`src/rtl/popcount_word_gen.sv`:
```
`default_nettype none
// ============================================================================
// Module      : popcount_word_gen
// Description : Given a bit count K, streams every WIDTH-bit word whose
//               popcount is exactly K, in increasing numeric order, one word
//               per cycle under a valid/ready handshake.
// Revision    : 1.0 - initial release
// ============================================================================
module popcount_word_gen #(
    parameter int WIDTH = 12,
    parameter int CNT_W = $clog2(WIDTH + 1)
) (
    input  logic             clk_i,
    input  logic             arst_i,
    input  logic [CNT_W-1:0] data_i,
    input  logic             data_val_i,
    output logic             rdy_o,
    output logic [WIDTH-1:0] data_o,
    output logic             data_val_o,
    output logic             data_last_o,
    input  logic             data_rdy_i
);

    typedef enum logic [0:0] {
        C_IDLE = 1'b0,
        C_RUN  = 1'b1
    } state_t;

    localparam logic [CNT_W-1:0] c_width_k  = CNT_W'(WIDTH);
    localparam logic [WIDTH-1:0] c_all_ones = {WIDTH{1'b1}};

    state_t           r_state_q, w_state_d;
    logic [WIDTH-1:0] r_word_q,  w_word_d;
    logic [CNT_W-1:0] r_k_q,     w_k_d;

    logic [CNT_W-1:0] w_k_in;
    logic [WIDTH-1:0] w_first_word;
    logic [WIDTH-1:0] w_low_ones;
    logic [WIDTH-1:0] w_last_word;
    logic [CNT_W-1:0] w_ctz;
    logic [WIDTH:0]   w_x;
    logic [WIDTH:0]   w_c;
    logic [WIDTH:0]   w_r;
    logic [WIDTH:0]   w_next_full;
    logic [WIDTH-1:0] w_next;
    logic             w_last;

    // Clamp the requested count and build its first (smallest) word.
    always_comb begin
        w_k_in       = (data_i > c_width_k) ? c_width_k : data_i;
        w_first_word = ~(c_all_ones << w_k_in);
    end

    // Final word for the latched K: K ones packed against the MSB.
    always_comb begin
        w_low_ones  = ~(c_all_ones << r_k_q);
        w_last_word = w_low_ones << (c_width_k - r_k_q);
        w_last      = (r_state_q == C_RUN) && (r_word_q == w_last_word);
    end

    // Priority encoder: index of the lowest set bit of the current word.
    always_comb begin
        w_ctz = '0;
        for (int i = WIDTH - 1; i >= 0; i--) begin
            if (r_word_q[i]) begin
                w_ctz = CNT_W'(i);
            end
        end
    end

    // Gosper's hack: next larger word with the same popcount.
    always_comb begin
        w_x         = {1'b0, r_word_q};
        w_c         = w_x & (~w_x + 1'b1);
        w_r         = w_x + w_c;
        w_next_full = w_r | (((w_r ^ w_x) >> 2) >> w_ctz);
        // A carry into bit WIDTH only happens past the final word; hold then.
        w_next      = w_r[WIDTH] ? r_word_q : w_next_full[WIDTH-1:0];
    end

    // Next-state and datapath update for the IDLE/RUN controller.
    always_comb begin
        w_state_d = r_state_q;
        w_word_d  = r_word_q;
        w_k_d     = r_k_q;
        case (r_state_q)
            C_IDLE: begin
                if (data_val_i) begin
                    w_k_d     = w_k_in;
                    w_word_d  = w_first_word;
                    w_state_d = C_RUN;
                end
            end
            C_RUN: begin
                if (data_rdy_i) begin
                    if (w_last) begin
                        w_word_d  = '0;
                        w_state_d = C_IDLE;
                    end else begin
                        w_word_d  = w_next;
                    end
                end
            end
            default: begin
                w_word_d  = '0;
                w_state_d = C_IDLE;
            end
        endcase
    end

    // State and word registers with asynchronous clear.
    always_ff @(posedge clk_i or posedge arst_i) begin
        if (arst_i) begin
            r_state_q <= C_IDLE;
            r_word_q  <= '0;
            r_k_q     <= '0;
        end else begin
            r_state_q <= w_state_d;
            r_word_q  <= w_word_d;
            r_k_q     <= w_k_d;
        end
    end

    // Outputs come straight from registered state so reset clears them at once.
    always_comb begin
        rdy_o       = (r_state_q == C_IDLE);
        data_val_o  = (r_state_q == C_RUN);
        data_o      = r_word_q;
        data_last_o = w_last;
    end

endmodule
`default_nettype wire

```
`config.mk`:
```
export PLATFORM = sky130hd
export DESIGN_NAME = popcount_word_gen
export DESIGN_NICKNAME = d
export VERILOG_FILES = /design/src/rtl/popcount_word_gen.sv
export SDC_FILE = /design/constraint.sdc
export NUM_CORES = 1
export LEC_CHECK = 0
export ABC_AREA = 1
export CAP_MARGIN = 30
export CORE_MARGIN = 2
export CORE_UTILIZATION = 48
export DETAILED_ROUTE_END_ITERATION = 7
export PLACE_DENSITY_LB_ADDON = 0.05
export SETUP_SLACK_MARGIN = 0.15
export SLEW_MARGIN = 5
export SYNTH_ARGS = -nofsm -noshare
export SYNTH_HDL_FRONTEND = slang
export SYNTH_SLANG_ARGS = --single-unit
```
`constraint.sdc`:
```
create_clock -name clk_i -period 2.8 [get_ports clk_i]
set_input_delay 0.42 -clock clk_i [delete_from_list [all_inputs] [get_ports clk_i]]
set_output_delay 0.42 -clock clk_i [all_outputs]
set_load 0.01 [all_outputs]
```
After elaboration in Yosys (flattened, before gate mapping)
Index checks and enable logic that the tools add are counted.

Output and inout bits: 15. Register bits: 17. Bits of input ports: 8. Word-level logic and storage cells: 47.

Multiplexer cells: 22. Magnitude comparators: 1. Add/sub/neg operators: 3. Shift operators: 4. Reduce and logical (&&, ||, !) cells: 3. Bitwise gates (word level): 7. Equal/unequal tests: 4.

Operators by type and width (count): $mux 4 (13); $mux 12 (4); $not 12->12 (2); $pmux 12 s2 (1); $shl 12x4->12 const A (2); $add 12x13->13 (1); $add 13x1->13 const B (1); $and 12x13->13 (1); $not 12->13 (1); $xor 13x12->13 (1); $eq 12x12->1 (1); $or 12x12->12 (1); $shl 12x4->12 (1); $shr 11x4->12 (1); $gt 4x4->1 const B (1); $ne 2x2->1 const B (2); $sub 4x4->4 const A (1); $mux 1 (3); $ne 3x3->1 const B (1); $reduce_and 3->1 (1); $pmux 1 s2 (1); $reduce_and 2->1 (1); $logic_and 1x1->1 (1); $not 1->1 (1).

Longest topological paths before layout
Depth after elaboration: 18. Gate-level depth with buffers: 23.

Least setup slack after synthesis
No wires, ideal clock.

Path kind: register to register. From: register r_k_q[0]. To: register r_word_q[11] (netlist: data_o[11]). Library setup time: 122 ps. Stages on the path, launching flop included: 20. Arrival time: 2387 ps. Path slack: 290 ps. Path buffers: 3. Clock period less this slack: 2510 ps. Path through: dfrtp_1 buf_2 inv_2 ha_1 ha_1 buf_2 nand3_1 nand3_1 nand2_1 nand2_1 nand2_1 nor2_1 nand2_1 nor2_1 nor2_1 buf_2 nand2_1 o21ai_0 nand2_1 o21ai_1.

Cells in the longest elaborated chain, start to end: 8.

Ends and longest elaborated chain: start, declared (line 34) `logic [CNT_W-1:0] r_k_q, w_k_d;`; start signal, assigned (line 120) `r_k_q <= w_k_d;`; $shl 12x4->12 (line 56) `w_low_ones = ~(c_all_ones << r_k_q);`; $not 12->12 (line 56); $shl 12x4->12 * (line 57) `w_last_word = w_low_ones << (c_width_k - r_k_q);`; $eq 12x12->1 * (line 58) `w_last = (r_state_q == C_RUN) && (r_word_q == w_last_word);`; $logic_and 1x1->1 * (line 58); $mux 12 (line 96) `if (w_last) begin`; $mux 12 (line 95) `if (data_rdy_i) begin`; $pmux 12 s2 (line 86) `case (r_state_q)`; end signal, assigned (line 119) `r_word_q <= w_word_d;`; end, declared (line 33) `logic [WIDTH-1:0] r_word_q, w_word_d;`.

Every way passes the cells marked *; elsewhere a longest branch is shown, timed or not. The select of a mux whose other input is x is not followed. A chain may end at the register's enable or synchronous reset.

Final worst setup path
From: register r_k_q[0]. To: output port data_last_o.

Cells in the longest elaborated chain, start to end: 5.

Ends and longest elaborated chain: $shl 12x4->12 (line 56); $not 12->12 (line 56); $shl 12x4->12 * (line 57); $eq 12x12->1 * (line 58); $logic_and 1x1->1 * (line 58); end, declared (line 20) `output logic data_last_o,`.

Every way passes the cells marked *; elsewhere a longest branch is shown, timed or not.

==> run_results.csv <==
group,metric,value,unit
outcome,status,"finished, final reports clean",
die,die_area,0.00643,mm2
placed_design,place_worst_setup_slack,-135,ps
clock_network,cts_sinks,17,
yosys,synth.avg_cell_area,5.23,um2
layout,final_net_count,615,
layout,final_cell_area,0.00397,mm2
layout,drive_gt1_frac,0.259,
critical_path,timing.rr.start,"r_k_q[0]",
route,drt_wl_total,10.6,mm
sta,rsz0062_at_grt,"yes",
clock_network,htree_num_levels,1,
pwr,powerDensity,717,mW/mm2
sta,layout_min_cycle_time,2700,ps
grt,antenna_found_initial,0,
die,fp.dieH,80.2,um
route,ant_nets,0,
placed_design,dp_cells,649,
critical_path,crit_path_end_kind,"output port",
sta,holdWs,536,ps
clock_network,hold_buffers,0,
die,die_x,80.2,um
clock_network,clockBufferDepth,2,
sta,skew,3.10,ps
yosys,synth-async-reset-ratio,1.00,
route,via_per_inst,5.86,
layout,n_fill_cell,511,
layout,fin_cells,674,
route,dr.first_iter.drc_count,429,
critical_path,critPathMaxFanout,10,
yosys,synthCells,533,
min_path,hold_class,"in -> async",
sta,post-route-period-util,0.966,
die,io_pins,23,
yosys,synth_edf_count,0,
clock_network,cts_root_buf,"clkbuf_8",
layout,n_antenna_cell,0,
run,drv_cap,0,
yosys,ys_seq_area_frac,0.153,
placed_design,place_area,0.00330,mm2
sta,setup_viol,0,
clock_network,clk_pin_slew,60,ps
grt,grt_pass1_vias,3407,
pwr,power,2.85,mW
layout,fin_util,0.713,
route,first_pass_iters,5,
layout,area_delta_synth_final,42.5,%
sta,fin_tns_setup,0,ps
sta,finalHoldViolCount,0,
grt,grt_usage,0.317,
sta,fmax,370,MHz
critical_path,worst-setup-path-type,"reg -> out",
critical_path,required,2380,ps
clock_network,cts-buffers-inserted,3,
sta,drv_slew,0,
placed_design,gp_congestion,1.03,
critical_path,r2r-end,"data_o[3]",
critical_path,cp.arrival,2280,ps
yosys,synth-warning-count,0,
grt,grt_max_degree,18,
critical_path,ff2ff_path_depth,17,
yosys,syn_area,0.00279,mm2
die,start_util,0.500,
sta,tightest_slew,686,ps
clock_network,insertion_delay,260,ps
grt,grt_pass1_wl,16.1,mm
critical_path,cp-start-kind,"flip-flop",
route,vias,3952,
pwr,p_leak,1.96,nW
die,rows,27,
critical_path,reg2reg_slack,160,ps
yosys,yosysUniqueCellTypes,31,
sta,worst_slack,95.6,ps
sta,timing.slew.headroom,0.542,
yosys,synth_ff_type,"dfrtp_1",
route,wl_per_cell,15.8,um
die,core,0.00557,mm2
placed_design,dp_hpwl,7.67,mm
yosys,synth_nets,545,
clock_network,cts_tree,"yes",
yosys,ys_seq_elements,17,
route,drc,0,
placed_design,port_buffers,22,
pwr,irDropWorstVdd,0.633,mV
grt,gr-total-overflow,0,
## layout make-up
| cell class | count | area [um2] | area share |
|---|---|---|---|
| clock buffers | 4 | 45.0 | 0.0113 |
| inverters | 51 | 211 | 0.0532 |
| well taps | 72 | 90.1 | 0.0227 |
| flip-flops and latches | 17 | 429 | 0.108 |
| repair buffers | 79 | 703 | 0.177 |
| multi-input cells | 451 | 2490 | 0.628 |
## per-layer routing
| metal | share of wire | up-vias | track usage |
|---|---|---|---|
| met5 | 0 | - | 0 |
| met4 | 0.024 | 0 | 0.0712 |
| met3 | 0.098 | 27 | 0.0382 |
| met2 | 0.45 | 218 | 0.518 |
| met1 | 0.42 | 1803 | 0.445 |
| li1 | - | 1904 | - |
## registers in the layout, indices dropped and copies added, names as in the netlist
| register | cells |
|---|---|
| r_k_q | 4 |
| data_val_o | 1 |
| data_o | 12 |
## cells in the final DEF, fill, tap and decap left out, types with 5 or more instances in the layout
master and instances:
nor2_2 8, nand4_1 12, buf_4 45, inv_2 7
o21ai_0 16, buf_6 8, dfrtp_1 14, nand3_1 79
nand2_2 23, nand3_4 8, nor2_1 49, nand2_1 160
nor2_4 7, clkdlybuf4s50_1 21, a21oi_1 33, nand3_2 20
inv_1 39, o21ai_1 5
## critical path: stages, from the launching register on
cell and delay (ps):
dfrtp_1 380, inv_2 60, ha_4 290, buf_8 150
buf_4 130, nand3_1 90, nand3_1 90, nand3_1 110
nand3_1 130, nand3_1 110, nor2_1 130, nand2_1 90
nor2_1 110, buf_2 150
## Yosys cell counts (2+ instances only)
master / number / share of area
a21oi_1: 33 / 0.059
a21oi_2: 2 / 0.0063
buf_2: 11 / 0.020
buf_6: 3 / 0.012
clkbuf_1: 2 / 0.0027
clkinv_1: 2 / 0.0027
dfrtp_1: 17 / 0.15
ha_1: 4 / 0.018
inv_1: 41 / 0.055
inv_2: 7 / 0.0094
nand2_1: 181 / 0.24
nand2_2: 5 / 0.011
nand2_4: 2 / 0.0081
nand3_1: 105 / 0.19
nand3_2: 2 / 0.0072
nand3b_1: 3 / 0.0081
nand4_1: 12 / 0.027
nor2_1: 58 / 0.078
nor2_2: 5 / 0.011
nor3_1: 4 / 0.0072
o21ai_0: 16 / 0.029
o21ai_1: 6 / 0.011
xor2_1: 4 / 0.013
## worst max-delay path by stage
stage,endpoint,cells after the start,startpoint
floorplan,data_o[11],19,r_k_q[0]
global placement,data_last_o,15,r_k_q[0]
detailed placement,data_last_o,14,r_k_q[0]
CTS,data_last_o,15,r_k_q[1]
global route,data_last_o,13,r_k_q[0]
finish,data_last_o,13,r_k_q[0]
## cells by family after synthesis
| group | synth area share |
|---|---|
| AOI/OAI and AO/OA | 0.122 |
| xor gates and xnor gates | 0.0126 |
| adders and majority gates | 0.0180 |
| buffers and inverters | 0.105 |
| DFF | 0.153 |
| and+or+nand+nor | 0.590 |
## timing repair
action / CTS / global route
setup endpoints to repair: 13 / 13
cloned: 1 / 3
pin swaps: 14 / 19
gates resized for setup: 43 / 72
buffers inserted: 3 / 14
## where the power goes
group	internal, mW	switching, mW	leakage, nW
registers	0.324	0.170	0.182
logic	0.822	1.34	1.75
clock network	0.101	0.0870	0.0228
total	1.25	1.60	1.96
(Power assumes the default switching activity.)
